### src/rtl/display_scanner_if.sv
// Bundle between the microwave digit decoder/controller and the display scanner.
// Latency: none, plain wires. Backpressure: none, free-running display path.
// Ports: mag_on + four decoded digit buses in; shared seg bus, anodes, dp out.
interface display_scanner_if;
    logic       mag_on;
    logic [6:0] sec_ones_segs;
    logic [6:0] sec_tens_segs;
    logic [6:0] min_ones_segs;
    logic [6:0] min_tens_segs;
    logic [6:0] seg;
    logic [3:0] an;
    logic       dp;

    // master: controller/decoder side (drives digits, watches display pins)
    modport master (
        output mag_on, sec_ones_segs, sec_tens_segs, min_ones_segs, min_tens_segs,
        input  seg, an, dp
    );

    // slave: the scanner itself
    modport slave (
        input  mag_on, sec_ones_segs, sec_tens_segs, min_ones_segs, min_tens_segs,
        output seg, an, dp
    );
endinterface

### src/rtl/display_scanner.sv
// Time-multiplexes four 7-segment digits onto one bus with active-low anodes,
// leading-zero blanking on minutes, a one-cycle ghost gap and a blinking colon.
// Latency: seg/dp load 1 cycle after a slot tick, anode lights 2 cycles after.
// Backpressure: none; inputs are snapshotted once per frame, never stalled.
// Ports: clk, rst (sync, active-high); bus (slave) carries mag_on, the four
//        digit buses in, and registered seg[6:0], an[3:0] (bit0=sec_ones), dp out.
module display_scanner #(
    parameter int         REFRESH_DIV = 50000,
    parameter int         BLINK_HALF  = 25000000,
    parameter logic [6:0] SEG_ZERO    = 7'b0111111,
    parameter logic [6:0] SEG_BLANK   = 7'b0000000
) (
    input  logic               clk,
    input  logic               rst,
    display_scanner_if.slave   bus
);

    localparam int CNT_W = (REFRESH_DIV > 2) ? $clog2(REFRESH_DIV) : 2;
    localparam int BLK_W = (BLINK_HALF > 2) ? $clog2(BLINK_HALF) : 2;

    typedef enum logic [1:0] {
        ST_IDLE = 2'd0,   // after reset, before the first slot tick
        ST_GAP  = 2'd1,   // anodes dark, seg already holds the new digit
        ST_LIT  = 2'd2    // anode for idx driven until the next tick
    } state_t;

    // ---------------- prescaler / slot index ----------------
    logic [CNT_W-1:0] pre_cnt;
    logic             tick;
    logic [1:0]       idx;
    logic [1:0]       idx_nxt;
    logic             wrap;

    assign tick    = (pre_cnt == CNT_W'(REFRESH_DIV - 1));
    assign idx_nxt = idx + 2'd1;
    assign wrap    = tick && (idx == 2'd3);

    always_ff @(posedge clk) begin
        if (rst) begin
            pre_cnt <= '0;
            idx     <= 2'd3;
        end else begin
            pre_cnt <= tick ? '0 : pre_cnt + CNT_W'(1);
            if (tick) begin
                idx <= idx_nxt;
            end
        end
    end

    // ---------------- frame snapshot ----------------
    logic [6:0] snap_so, snap_st, snap_mo, snap_mt;

    always_ff @(posedge clk) begin
        if (rst) begin
            snap_so <= SEG_BLANK;
            snap_st <= SEG_BLANK;
            snap_mo <= SEG_BLANK;
            snap_mt <= SEG_BLANK;
        end else if (wrap) begin
            snap_so <= bus.sec_ones_segs;
            snap_st <= bus.sec_tens_segs;
            snap_mo <= bus.min_ones_segs;
            snap_mt <= bus.min_tens_segs;
        end
    end

    // Slot 0 of a new frame is loaded on the same edge the snapshot is taken,
    // so at a wrap the live inputs stand in for the not-yet-updated snapshot.
    logic [6:0] eff_so, eff_st, eff_mo, eff_mt;
    assign eff_so = wrap ? bus.sec_ones_segs : snap_so;
    assign eff_st = wrap ? bus.sec_tens_segs : snap_st;
    assign eff_mo = wrap ? bus.min_ones_segs : snap_mo;
    assign eff_mt = wrap ? bus.min_tens_segs : snap_mt;

    logic mt_zero, mo_zero;
    assign mt_zero = (eff_mt == SEG_ZERO);
    assign mo_zero = (eff_mo == SEG_ZERO);

    logic [6:0] slot_seg;
    always_comb begin
        slot_seg = SEG_BLANK;
        case (idx_nxt)
            2'd0: slot_seg = eff_so;
            2'd1: slot_seg = eff_st;
            2'd2: slot_seg = (mt_zero && mo_zero) ? SEG_BLANK : eff_mo;
            2'd3: slot_seg = mt_zero ? SEG_BLANK : eff_mt;
            default: slot_seg = SEG_BLANK;
        endcase
    end

    // ---------------- colon blink ----------------
    logic [BLK_W-1:0] blink_cnt;
    logic             blink_on;
    logic             colon_on;

    always_ff @(posedge clk) begin
        if (rst) begin
            blink_cnt <= '0;
            blink_on  <= 1'b1;
        end else if (!bus.mag_on) begin
            // held so the colon starts a fresh full "on" half-period at mag_on rise
            blink_cnt <= '0;
            blink_on  <= 1'b1;
        end else if (blink_cnt == BLK_W'(BLINK_HALF - 1)) begin
            blink_cnt <= '0;
            blink_on  <= ~blink_on;
        end else begin
            blink_cnt <= blink_cnt + BLK_W'(1);
        end
    end

    assign colon_on = !bus.mag_on || blink_on;

    // ---------------- slot output FSM ----------------
    state_t     state, state_nxt;
    logic [6:0] seg_d;
    logic [3:0] an_d;
    logic       dp_d;
    logic [3:0] an_sel;

    assign an_sel = 4'b0001 << idx;

    // state register, also registering the outputs
    always_ff @(posedge clk) begin
        if (rst) begin
            state  <= ST_IDLE;
            bus.seg <= SEG_BLANK;
            bus.an  <= 4'b1111;
            bus.dp  <= 1'b1;
        end else begin
            state  <= state_nxt;
            bus.seg <= seg_d;
            bus.an  <= an_d;
            bus.dp  <= dp_d;
        end
    end

    // next-state logic; REFRESH_DIV >= 4 keeps a tick from landing in ST_GAP
    always_comb begin
        state_nxt = state;
        if (tick) begin
            state_nxt = ST_GAP;
        end else if (state == ST_GAP) begin
            state_nxt = ST_LIT;
        end
    end

    // output next-values: blank anodes and load digit on tick, light one cycle later
    always_comb begin
        seg_d = bus.seg;
        an_d  = bus.an;
        dp_d  = bus.dp;
        if (tick) begin
            an_d  = 4'b1111;
            seg_d = slot_seg;
            dp_d  = !((idx_nxt == 2'd2) && colon_on);
        end else if (state == ST_GAP) begin
            an_d = ~an_sel;
        end
    end

endmodule

### src/flat_wrapper.sv
// flat-port wrapper written by rule: the top's interface ports become plain ports
module display_scanner_flat 
#(
    parameter int         REFRESH_DIV = 50000,
    parameter int         BLINK_HALF  = 25000000,
    parameter logic [6:0] SEG_ZERO    = 7'b0111111,
    parameter logic [6:0] SEG_BLANK   = 7'b0000000
)
  (clk, rst, bus_mag_on, bus_sec_ones_segs, bus_sec_tens_segs, bus_min_ones_segs, bus_min_tens_segs, bus_seg, bus_an, bus_dp);
  display_scanner_if bus_i ();
  input  logic clk;
  input  logic rst;
  input wire logic [$bits(bus_i.mag_on)-1:0] bus_mag_on;
  input wire logic [$bits(bus_i.sec_ones_segs)-1:0] bus_sec_ones_segs;
  input wire logic [$bits(bus_i.sec_tens_segs)-1:0] bus_sec_tens_segs;
  input wire logic [$bits(bus_i.min_ones_segs)-1:0] bus_min_ones_segs;
  input wire logic [$bits(bus_i.min_tens_segs)-1:0] bus_min_tens_segs;
  output wire logic [$bits(bus_i.seg)-1:0] bus_seg;
  output wire logic [$bits(bus_i.an)-1:0] bus_an;
  output wire logic [$bits(bus_i.dp)-1:0] bus_dp;
  assign bus_i.mag_on = bus_mag_on;
  assign bus_i.sec_ones_segs = bus_sec_ones_segs;
  assign bus_i.sec_tens_segs = bus_sec_tens_segs;
  assign bus_i.min_ones_segs = bus_min_ones_segs;
  assign bus_i.min_tens_segs = bus_min_tens_segs;
  assign bus_seg = bus_i.seg;
  assign bus_an = bus_i.an;
  assign bus_dp = bus_i.dp;
  display_scanner #(.REFRESH_DIV(REFRESH_DIV), .BLINK_HALF(BLINK_HALF), .SEG_ZERO(SEG_ZERO), .SEG_BLANK(SEG_BLANK)) u_core (.clk(clk), .rst(rst), .bus(bus_i));
endmodule
### config.mk
export PLATFORM = sky130hd
export DESIGN_NAME = display_scanner_flat
export DESIGN_NICKNAME = d
export VERILOG_FILES = /design/src/rtl/display_scanner_if.sv /design/src/rtl/display_scanner.sv /design/src/flat_wrapper.sv
export SDC_FILE = /design/constraint.sdc
export NUM_CORES = 1
export LEC_CHECK = 0
export ABC_AREA = 0
export CORE_MARGIN = 8
export CORE_UTILIZATION = 50
export CTS_BUF_LIST = sky130_fd_sc_hd__clkbuf_8
export CTS_CLUSTER_DIAMETER = 30
export DETAILED_ROUTE_END_ITERATION = 16
export HOLD_SLACK_MARGIN = 0.12
export PLACE_DENSITY = 0.78
export REMOVE_ABC_BUFFERS = 1
export SETUP_SLACK_MARGIN = 0.05
export SYNTH_ARGS = -nofsm -noshare
export SYNTH_HDL_FRONTEND = slang
export SYNTH_SLANG_ARGS = --single-unit
### constraint.sdc
create_clock -name clk -period 2.58 [get_ports clk]
set_input_delay 0.258 -clock clk [delete_from_list [all_inputs] [get_ports clk]]
set_output_delay 0.258 -clock clk [all_outputs]
set_load 0.005 [all_outputs]
After elaboration in Yosys (flattened, before gate mapping)
Cells that the tools add are included.
{"block": "totals", "ramBits": 0, "output_inout_bits": 12, "mem_count": 0, "elab_cells": 49, "latchBits": 0, "regBits": 86, "mem_bits_ro": 0}
{"block": "classes", "addsub": 3, "order_cmp": 0, "n_bitwise": 3, "n_mux": 9, "n_eq_ne": 9, "div": 0, "n_reduce_logical": 11, "shifts": 1, "mul": 0}
{"cell": "7-bit 2-to-1 mux", "count": 6}
{"cell": "7-bit case mux with 4 select lines", "count": 1}
{"cell": "25-bit by 1-bit adder with 25-bit output, second input constant", "count": 1}
{"cell": "25-bit equality test, second input constant", "count": 1}
{"cell": "16-bit by 1-bit adder with 16-bit output, second input constant", "count": 1}
{"cell": "16-bit equality test, second input constant", "count": 1}
{"cell": "7-bit by 6-bit equality test with 1-bit output, second input constant", "count": 2}
{"cell": "2-bit equality test, second input constant", "count": 3}
{"cell": "2-bit by 1-bit equality test with 1-bit output, second input constant", "count": 2}
{"cell": "4-bit NOT", "count": 1}
{"cell": "2-bit OR reduction", "count": 2}
{"cell": "1-bit by 2-bit << shifter with 4-bit output, first input constant", "count": 1}
{"cell": "1-bit logical AND", "count": 3}
{"cell": "3-bit OR reduction", "count": 1}
{"cell": "2-bit by 1-bit adder with 2-bit output, second input constant", "count": 1}
{"cell": "1-bit logical NOT", "count": 2}
{"cell": "2-bit logical NOT", "count": 1}
{"cell": "1-bit 2-to-1 mux", "count": 2}
{"cell": "1-bit NOT", "count": 2}
{"cell": "2-bit nonzero test", "count": 1}
{"cell": "1-bit logical OR", "count": 1}

Longest topological paths before layout
{"block": "logic_depth", "depth_word": 7, "mapped_depth": 9, "depth_no_buf": 7}

Worst setup path before layout
No wires, ideal clock.
{"block": "synth_path", "kind": "reg2reg", "from": "register u_core.pre_cnt[11]", "to": "register u_core.bus.seg[5]", "t_arrival_ps": 2209, "path_stages_with_launch": 9, "setup_slack_ps": 246, "n_path_buf": 2, "cell_sequence": "dfxtp_1 -> or4b_4 -> or4b_1 -> buf_6 -> nor2b_4 -> buf_6 -> and2_4 -> a211oi_2 -> a21oi_1"}
{"block": "synth_via", "elab_chain_cells": 7, "word_cells_on_any_way": 12}
{"element": "start, declared", "line": "display_scanner.sv:28", "rtl": "logic [CNT_W-1:0] pre_cnt;"}
{"element": "start signal, assigned", "line": "display_scanner.sv:43", "rtl": "pre_cnt <= tick ? '0 : pre_cnt + CNT_W'(1);"}
{"element": "16-bit equality test *", "line": "display_scanner.sv:34", "rtl": "assign tick = (pre_cnt == CNT_W'(REFRESH_DIV - 1));"}
{"element": "1-bit logical AND", "line": "display_scanner.sv:36", "rtl": "assign wrap = tick && (idx == 2'd3);"}
{"element": "7-bit 2-to-1 mux"}
{"element": "7-bit by 6-bit equality test with 1-bit output (on tied branches)", "line": "display_scanner.sv:76, display_scanner.sv:77"}
{"element": "1-bit logical AND", "line": "display_scanner.sv:85", "rtl": "2'd2: slot_seg = (mt_zero && mo_zero) ? SEG_BLANK : eff_mo;"}
{"element": "7-bit 2-to-1 mux", "line": "display_scanner.sv:85"}
{"element": "7-bit case mux with 4 select lines", "line": "display_scanner.sv:82", "rtl": "case (idx_nxt)"}
{"element": "end signal, assigned", "line": "display_scanner.sv:132", "rtl": "bus.seg <= seg_d;"}
{"element": "end, declared", "line": "display_scanner_if.sv:23", "rtl": "output seg, an, dp"}
Every way passes the cells marked *; elsewhere a longest branch is shown, timed or not.
A chain may end at the register's enable or synchronous reset.

Worst setup path in the final report
{"block": "layout_path", "from": "register u_core.pre_cnt[10]", "to": "register u_core.bus.seg[2]"}
The elaborated chain is that of the path after synthesis.

==> results.sh <==
export IMPL_syn_inst=433
export IMPL_internal_power_mw=1.79
export IMPL_cp_arrival_ns=2.64
export IMPL_htree_levels=3
export IMPL_rows=32
export IMPL_path_cells="or4bb_1 > nor4_4 > buf_12 > buf_12 > nor2_1 > a221oi_1 > a21oi_1"
export IMPL_maxCapViolCount=0
export IMPL_wl_um=8250
export IMPL_synth_flop_cell="dfxtp_1"
export IMPL_fin_skew_ns=0.0125
export IMPL_die_x_um=104
export IMPL_hp_class="input port to flop"
export IMPL_path_class="flop to flop"
export IMPL_worstSkewPairLatency_ns=0.35
export IMPL_slowest_delay_ns=0.58
export IMPL_dpl_cell_area_um2=4420
export IMPL_rsz0062_at_grt="no"
export IMPL_share_comb_of_total_power=0.041
export IMPL_critPathMaxFanout=31
export IMPL_ys_top_cells_by_area="dfxtp_1 (45%), nor2_1 (8.2%), mux2i_1 (7.0%)"
export IMPL_route_vias_total=3108
export IMPL_crit_start="u_core.pre_cnt[10]"
export IMPL_cts_root_buf="clkbuf_8"
export IMPL_final_nets=520
export IMPL_p_seq_frac=0.573
export IMPL_ant_nets=0
export IMPL_dr_pass1_iters=4
export IMPL_status="completed"
export IMPL_pwr_share_clk=0.387
export IMPL_finalSetupViolCount=0
export IMPL_hold_start="bus_mag_on"
export IMPL_yosys_warnings=0
export IMPL_cts_tree="built"
export IMPL_power_share_switching=0.232
export IMPL_core_um2=7610
export IMPL_fin_setup_tns_ns=0
export IMPL_ys_ff_latch=86
export IMPL_fin_crit_sh=0.933
export IMPL_nFillCells=670
export IMPL_die_y_um=104
export IMPL_rr_startpoint="u_core.pre_cnt[10]"
export IMPL_ys_async_sr_fraction=0
export IMPL_gp_congestion=0.817
export IMPL_dpl_hpwl_um=6140
export IMPL_endpoint_kind="flop"
export IMPL_grt_pass1_wl_um=14200
export IMPL_drtIter0Drc=95
export IMPL_ios=43
export IMPL_place_inst=570
export IMPL_port_buffers=42
export IMPL_drc=0
export IMPL_grt_max_degree=32
export IMPL_fmax_mhz=416
export IMPL_clkTransAtPathRegs_ns=0.09
export IMPL_period_needed_ns=2.41
export IMPL_vias_per_cell=5.30
export IMPL_synthDistinctLibCells=49
export IMPL_synth_top_cell_by_area="dfxtp_1"
export IMPL_cts_buffers=9
export IMPL_synth_edf_count=0
export IMPL_slowest_stage="or4bb_1"
export IMPL_grt_pass1_vias=3037
export IMPL_clock_sinks=86
export IMPL_die_area_um2=10800
export IMPL_diodes=0
export IMPL_final_hold_violation_count=0
export IMPL_ctsHoldBuffers=0
export IMPL_drive_gt1_frac=0.0806
export IMPL_layoutNonFillerInstCount=586
export IMPL_synth_top_area_frac=0.445
export IMPL_p_sw_mw=0.541
export IMPL_avgSynthCellArea_um2=8.93
export IMPL_syn_to_final_growth_pct=20.0
export IMPL_cts_max_path_buffers=2
export IMPL_cpMostUsedCell="buf_12"
export IMPL_leakagePower_nw=1.68
export IMPL_yosysSeqAreaShare=0.445
export IMPL_start_util=0.509
export IMPL_wl_per_cell_um=14.1
export IMPL_cp_data_required_time_ns=2.82
export IMPL_grt_overflow_total=0
export IMPL_synth_area_um2=3870
export IMPL_finish_instance_area_um2=4640
export IMPL_cellPowerDensity_nw_per_um2=503
export IMPL_antenna_found_initial=0
export IMPL_start_kind="flop"
export IMPL_vdd_drop_max_uv=308
export IMPL_slew_headroom=0.658
export IMPL_grt_use_total=0.156
export IMPL_worst_pin_slew_ns=0.513
export IMPL_drv_slew=0
## final timing paths
kind / slack (ns) / cells past startpoint / to
min reg2reg: 0.48 / 1 / u_core.pre_cnt[0]
min: 0.47 / 2 / u_core.blink_on
max reg2reg: 0.17 / 7 / u_core.bus.seg[2]
max: 0.17 / 7 / u_core.bus.seg[2]
## metal layers
layer,track usage,share of wire,wire [um]
met5,0,0,0
met4,0.0496,0.015,121
met3,0.0390,0.040,331
met2,0.266,0.49,4060
met1,0.187,0.45,3740
## critical path, delay by kind of cell, from the launching register on
| family | cells | cell delay, ns |
|---|---|---|
| and+or+nand+nor | 3 | 1.03 |
| AOI/OAI and AO/OA | 2 | 0.54 |
| DFF | 1 | 0.37 |
| buffers and inverters | 2 | 0.37 |
## synthesized netlist by cell type, types with 9 or more instances
cell type / instances
xnor2_1: 12
dfxtp_1: 86
nor2_1: 84
nand2_1: 33
nand4_1: 9
a21oi_1: 18
xor2_1: 24
mux2i_1: 27
ha_1: 10
o21ai_0: 12
nand3_1: 26
## logic make-up after synthesis
family / Yosys count / share of synthesized area
adders and majority gates: 10 / 0.0323
muxes: 27 / 0.0699
xor gates and xnor gates: 36 / 0.0815
buffers and inverters: 24 / 0.0298
and+or+nand+nor: 196 / 0.251
AOI/OAI and AO/OA: 54 / 0.0902
DFF: 86 / 0.445
## power by group through the flow
stage	combinational [mW]	clock [mW]	sequential, mW
floorplan	0.0208	0	1.37
global placement	0.0944	0	1.37
detailed placement	0.0942	0	1.37
CTS	0.0950	0.925	1.34
global route	0.102	0.981	1.34
finish	0.0946	0.903	1.34
## state kept, by name, summed over array words and instances, names as in the netlist
signal	count
u_core.blink_cnt	25
u_core.blink_on	1
u_core.bus.an	4
u_core.bus.dp	1
u_core.bus.seg	7
u_core.idx	2
u_core.pre_cnt	16
u_core.snap_mo	7
u_core.snap_mt	7
u_core.snap_so	7
u_core.snap_st	7
u_core.state	2
## cell usage in the layout, fill, tap and decap left out, types with 9 or more instances in the layout
cell             instances
a21oi_1                 18
clkbuf_8                11
clkdlybuf4s50_1         42
dfxtp_1                 85
ha_1                    10
mux2i_1                 25
nand2_1                 33
nand3_1                 26
nand4_1                  9
nor2_1                  83
o21ai_0                 12
xnor2_1                 12
xor2_1                  24
## stage by stage
| step | power, mW | setup WS (ns) | utilization | hold WS [ns] |
|---|---|---|---|---|
| after global routing | 2.42 | 0.0619 | 0.610 | 0.474 |
| after detailed placement | 1.46 | 0.133 | 0.582 | 0.462 |
| after CTS | 2.36 | 0.114 | 0.607 | 0.455 |
| final | 2.33 | 0.173 | 0.610 | 0.465 |
| after floorplan | 1.39 | -0.951 | - | 0.327 |
| after global placement | 1.46 | 0.230 | 0.582 | 0.450 |
## final cells by class
class	count	area, um^2	area share
inverter	8	30.0	0.00647
clock buffer	11	151	0.0326
timing repair buffer	51	513	0.111
clock inverter	5	41.3	0.00890
tap	102	128	0.0275
sequential	86	1720	0.371
multi-input combinational	323	2050	0.443
## repair_timing
action | CTS | global route
buffers inserted | 0 | 0
resized for setup | 0 | 6
setup endpoints to repair | 0 | 3
Power figures use the tool's default switching activity.
==> edit 1 (config.mk and constraints unchanged) <==
`REFRESH_DIV` is set to 50000 in 2 places; all go to 25000.
--- a/src/rtl/display_scanner.sv
+++ b/src/rtl/display_scanner.sv
@@ -5,7 +5,7 @@
 // Ports: clk, rst (sync, active-high); bus (slave) carries mag_on, the four
 //        digit buses in, and registered seg[6:0], an[3:0] (bit0=sec_ones), dp out.
 module display_scanner #(
-    parameter int         REFRESH_DIV = 50000,
+    parameter int         REFRESH_DIV = 25000,
     parameter int         BLINK_HALF  = 25000000,
     parameter logic [6:0] SEG_ZERO    = 7'b0111111,
     parameter logic [6:0] SEG_BLANK   = 7'b0000000
--- a/src/flat_wrapper.sv
+++ b/src/flat_wrapper.sv
@@ -1,7 +1,7 @@
 // flat-port wrapper written by rule: the top's interface ports become plain ports
 module display_scanner_flat 
 #(
-    parameter int         REFRESH_DIV = 50000,
+    parameter int         REFRESH_DIV = 25000,
     parameter int         BLINK_HALF  = 25000000,
     parameter logic [6:0] SEG_ZERO    = 7'b0111111,
     parameter logic [6:0] SEG_BLANK   = 7'b0000000
Check against the original RTL: same outputs for any inputs over 10 cycles, from zero or initial values and one cycle with rst high; that may be too few to reach the edited logic, so the function may still have changed.
==> edit 1 against the original RTL <==
  * Via count rose by 9.4%
  * Sequential cell count fell by 1
  * Largest power group unchanged
  * Synthesized area rose by 4.7%
  * Critical path type unchanged
  * Largest cell class unchanged
  * Routed wire length rose by 17%
  * Total power rose by 0.51%
  * Synthesized cell count rose by 7.6%
  * Worst hold slack got worse by 14 ps
  * Design area rose by 2.5%
  * Global-route usage rose by 1.8 points
  * Setup slack improved by 18 ps
==> edit 1: results (changes against the original RTL) <==
- Hold Path Origin: u_core.blink_cnt[0]
- Global-route wire length before repair: 16010 µm (+12%)
- Placed Area: 0.004568 mm² (+3.3%)
- Clock skew: 9.736 ps (-2.792 ps)
- Hold Crit Depth: 1 (-1)
- DRT iter0 DRCs: 188 (+98%)
- DP HPWL: 7052 µm (+15%)
- Crit Path Max Fanout: 35 (+13%)
- Nets@finish: 547 (+5.2%)
- Fmax: 418.7 MHz (+0.77%)
- P_comb: 109 µW (+15%)
- Final WL: 9660 µm (+17%)
- Layout cells sized above 1: 8.219% (+0.16 points)
- Reg2Reg Depth: 6 (-1)
- Sequential share of cell area: 35.77% (-1.4 points)
- Detailed Routing Iterations Pass 1: 5 (+1)
- Status: finished, final reports clean
- Layout clock area frac: 3.972% (-0.18 points)
- Footprint of the multi-input gates: 0.002200 mm² (+7.1%)
- Area contributors post-synth: dfxtp_1 (42%), nand2_1 (7.0%), xnor2_1 (5.6%)
- Worst-Margin Slew: 1046 ps (+533.2 ps)
- Vias in the first global route: 3252 (+7.1%)
- Post-Synth Adder-Cell Area: 3.088% (-0.15 points)
- Register area share after synthesis: 42.00% (-2.5 points)
- Hold endpoint: u_core.blink_cnt[0]
- Cells after synthesis: 466 (+7.6%)
- Overall Global Routing Usage: 17.40% (+1.8 points)
- R2R Setup Slk: 190 ps (+20 ps)
- GP Congestion: 0.8667 (+6.1%)
- Post-synthesis mux area share: 4.231% (-2.8 points)
- Layout buffering overhead excluding clock cells: 10.78% (-0.27 points)
- Sw frac: 25.38% (+2.2 points)
- Crit-path slowest cell: or4b_4
- Synth Area in Compound Gates: 9.697% (+0.67 points)
- CP endpoint: u_core.bus.seg[3]
- Largest regs: u_core.blink_cnt x25, u_core.pre_cnt x15
- Hold Path Class: reg2reg
- Synth unique cells: 51 (+4.1%)
- Worst slack, placed: 197.3 ps (+64.14 ps)
- Inverter count: 6 (-2)
- Total power after layout: 2.347 mW (+0.51%)
- Leakage Power: 1.692 nW (+0.80%)
- CLK BUF: 9 (-2)
- Critical path's largest stage delay: 590 ps
- Design Area, Final: 0.004757 mm² (+2.5%)
- Maximum VDD drop: 0.0003367 V (+9.4%)
- Layout fillers: 725 (+8.2%)
- Via count: 3401 (+9.4%)
- #MultiIn Comb: 353 (+9.3%)
- Post-DR vias/cell: 5.521 (+4.1%)
- Largest net degree at the start of global routing: 36 (+13%)
- Worst Path Arrival: 2610 ps (-30 ps)
[edit 1: changes by cell type after synthesis, sizes merged, moves of 8 or more]
cell / unedited run / this run
nor2: 84 / 47
nor3b: 0 / 10
o21ai: 13 / 5
mux2i: 27 / 7
nand2: 33 / 76
mux2: 0 / 9
nor3: 2 / 11
xnor2: 12 / 26
xor2: 24 / 12
[edit 1: kinds of logic (layout without fill, tap and decap cells)]
family,Yosys count,count (layout)
muxes,16,16
xor gates and xnor gates,38,38
adders and majority gates,10,10
AOI/OAI and AO/OA,60,60
buffers and inverters,28,73
and+or+nand+nor,229,229
DFF,85,85
[edit 1: layer usage]
metal	GRT usage, %	part of all wire, %	vias up
met4	6.834	1.4	0
met2	26.45	45	111
met5	0	0	-
li1	-	-	1711
met3	4.053	5.8	13
met1	23.32	48	1566
==> edit 2 (same settings) <==
Without the edit above. Reset style: asynchronous (`rst`), changed in 4 clocked blocks.
--- a/src/rtl/display_scanner.sv
+++ b/src/rtl/display_scanner.sv
@@ -35,7 +35,7 @@
     assign idx_nxt = idx + 2'd1;
     assign wrap    = tick && (idx == 2'd3);
 
-    always_ff @(posedge clk) begin
+    always_ff @(posedge clk or posedge rst) begin
         if (rst) begin
             pre_cnt <= '0;
             idx     <= 2'd3;
@@ -50,7 +50,7 @@
     // ---------------- frame snapshot ----------------
     logic [6:0] snap_so, snap_st, snap_mo, snap_mt;
 
-    always_ff @(posedge clk) begin
+    always_ff @(posedge clk or posedge rst) begin
         if (rst) begin
             snap_so <= SEG_BLANK;
             snap_st <= SEG_BLANK;
@@ -93,7 +93,7 @@
     logic             blink_on;
     logic             colon_on;
 
-    always_ff @(posedge clk) begin
+    always_ff @(posedge clk or posedge rst) begin
         if (rst) begin
             blink_cnt <= '0;
             blink_on  <= 1'b1;
@@ -121,7 +121,7 @@
     assign an_sel = 4'b0001 << idx;
 
     // state register, also registering the outputs
-    always_ff @(posedge clk) begin
+    always_ff @(posedge clk or posedge rst) begin
         if (rst) begin
             state  <= ST_IDLE;
             bus.seg <= SEG_BLANK;
Behaviour: same outputs for any inputs over 10 cycles, from zero or initial values and one cycle with rst high; that may be too few to reach the edited logic, so the function may still have changed.
==> edit 2 against the original RTL <==
  * Non-clock buffer count shrank 3
  * Maximum frequency shrank 2.6%
  * Synthesized area grew 7.0%
  * First-iteration DRC count grew 21%
  * Sequential cell count is the same
  * Core utilization shrank 0.84 points
  * Routed wire length grew 5.6%
  * Setup slack lost 64 ps
  * Design area grew 5.4%
  * Total power grew 2.4%
  * Largest cell class is now flip-flops and latches
  * Critical path depth shrank 2
==> edit 2: results (changes against the original RTL) <==
- Status: finished, final reports clean
- Layout fillers: 670 (unchanged)
- Remaining DRCs: 0 (unchanged)
- Root Buffer: clkbuf_8
- Synth Area in Compound Gates: 5.745% (-3.3 points)
- Synth unique cells: 41 (-16%)
- Post-synthesis mux area share: 6.320% (-0.67 points)
- Largest regs: u_core.blink_cnt x25, u_core.pre_cnt x16
- Setup repair bufs after CTS: 0 (unchanged)
- ANT cells: 0 (unchanged)
- CTS clock-pin slew for the worst setup and hold paths: ~80 ps
- Worst slack, placed: 99.68 ps (-33.46 ps)
- Xor/xnor cell area share of the yosys netlist: 8.044% (-0.11 points)
- Largest net degree at the start of global routing: 67 (+110%)
- DRT iter0 DRCs: 115 (+21%)
- Maximum VDD drop: 0.0003659 V (+19%)
- Reg2Reg Depth: 5 (-2)
- Overall Global Routing Usage: 15.99% (+0.38 points)
- Post-DR vias/cell: 5.433 (+2.4%)
- Cell Count Post-Placement: 539 (-5.4%)
- Setup ws final: 109.6 ps (-63.79 ps)
- Post-Synth Adder-Cell Area: 3.024% (-0.21 points)
- Primary FF master, synth: dfrtp_1
- Hold Path Class: in2async
- Port bufs: 42 (unchanged)
- Most frequent cells after synthesis: dfrtp_1 (78), nand2_1 (45), nor2_1 (42)
- Area contributors post-synth: dfrtp_1 (47%), dfstp_2 (5.1%), xnor2_1 (4.7%)
- Sw frac: 21.96% (-1.2 points)
- Initial antenna violation count: 0 (unchanged)
- Cells after synthesis: 399 (-7.9%)
- DP HPWL: 5950 µm (-3.0%)
- H-Tree Depth: 3 (unchanged)
- Via count: 3021 (-2.8%)
- Global-route wire length before repair: 14710 µm (+3.3%)
- Worst Path Arrival: 2700 ps (+60 ps)
- Nets@finish: 487 (-6.3%)
- Leakage Power: 2.111 nW (+26%)
- Yosys warns: 0 (unchanged)
- FFs w/ async S/R, synth: 100.0% (+100 points)
- Register area share after synthesis: 52.25% (+7.8 points)
- Clock skew: 8.817 ps (-3.711 ps)
- Detailed Routing Iterations Pass 1: 4 (unchanged)
- Max-slew headroom: 66.04% (+0.23 points)
- Post-DR wirelength/cell: 15.68 µm (+11%)
- Layout cells sized above 1: 11.97% (+3.9 points)
- Worst-skew pair later-pin latency: 340 ps
- Clock Tree Buf Depth: 2 (unchanged)
- Num CTS Buffers: 9 (unchanged)
- Crit Path Max Fanout: 14 (-55%)
- GP Congestion: 0.8090 (-0.93%)
## edit 2: changes by cell type after synthesis, sizes merged, moves of 8 or more
| cell | unedited run | this run |
|---|---|---|
| a21oi | 18 | 7 |
| dfrtp | 0 | 78 |
| dfstp | 0 | 8 |
| dfxtp | 86 | 0 |
| mux2 | 0 | 17 |
| mux2i | 27 | 5 |
| nand2 | 33 | 45 |
| nor2 | 84 | 42 |
| xnor2 | 12 | 22 |
| xor2 | 24 | 16 |
## edit 2: per-layer routing
| metal | up-vias | GRT usage [%] | routed length, µm |
|---|---|---|---|
| li1 | 1474 | - | - |
| met1 | 1462 | 20.76 | 3955 |
| met2 | 75 | 24.60 | 4095 |
| met3 | 10 | 4.679 | 518 |
| met4 | 0 | 6.332 | 150 |
| met5 | - | 0 | 0 |
## edit 2: worst paths after layout
path	end	slack [ps]	start
worst max-delay path	u_core.bus.seg[6]	110	u_core.pre_cnt[12]
worst min-delay path	u_core.blink_cnt[5]	210	rst
worst max register to register	u_core.bus.seg[6]	110	u_core.pre_cnt[12]
worst min register to register	u_core.blink_cnt[0]	460	u_core.blink_cnt[0]
max in group asynchronous	u_core.bus.dp	1690	rst
min in group clk	u_core.blink_cnt[0]	460	u_core.blink_cnt[0]
## edit 2: logic make-up after synthesis
family | after synthesis
multiplexers | 22
buffers and inverters | 26
AND/OR/NAND/NOR | 178
XOR/XNOR | 38
flip-flops | 86
adder cells (fa/ha/maj) | 10
AO/OA/AOI/OAI | 39
## edit 2: worst max-delay path, cell delays in order, from the launching register on
cell	delay, ps
dfrtp_1	420
or4bb_1	620
or4_4	700
mux2i_1	240
o22ai_1	100
o31a_1	280
## edit 2: stage by stage
step,setup TNS [ps],hold WS [ps],cell area (µm²)
after floorplan,-30140,297.3,4063
after global placement,0,434.4,4698
after detailed placement,0,450.6,4698
after CTS,0,208.7,4882
after global routing,0,227.6,4893
final,0,207.7,4893
## edit 2: power groups by stage
stage                     Sequential, mW  Combinational (mW)  Clock, mW
after global routing                1.37               0.146      0.974
final                               1.37               0.130      0.891
after CTS                           1.37               0.134      0.915
after floorplan                     1.39              0.0542          0
after detailed placement            1.40               0.132          0
after global placement              1.40               0.130          0
## edit 2: timing repair
item                                    CTS  global route
gates resized for setup                   0             1
endpoints found under the setup margin    0             5
endpoints found under the hold margin     0             0
## edit 2: area by class of cell
class	count	area, µm²	share of cell area (%)
Sequential cell	86	2162	44.18
Clock inverter	7	60.06	1.227
Tap cell	105	131.4	2.685
Multi-Input combinational cell	288	1876	38.33
Timing Repair Buffer	48	490.5	10.02
Inverter	13	50.05	1.023
Clock buffer	9	123.9	2.531
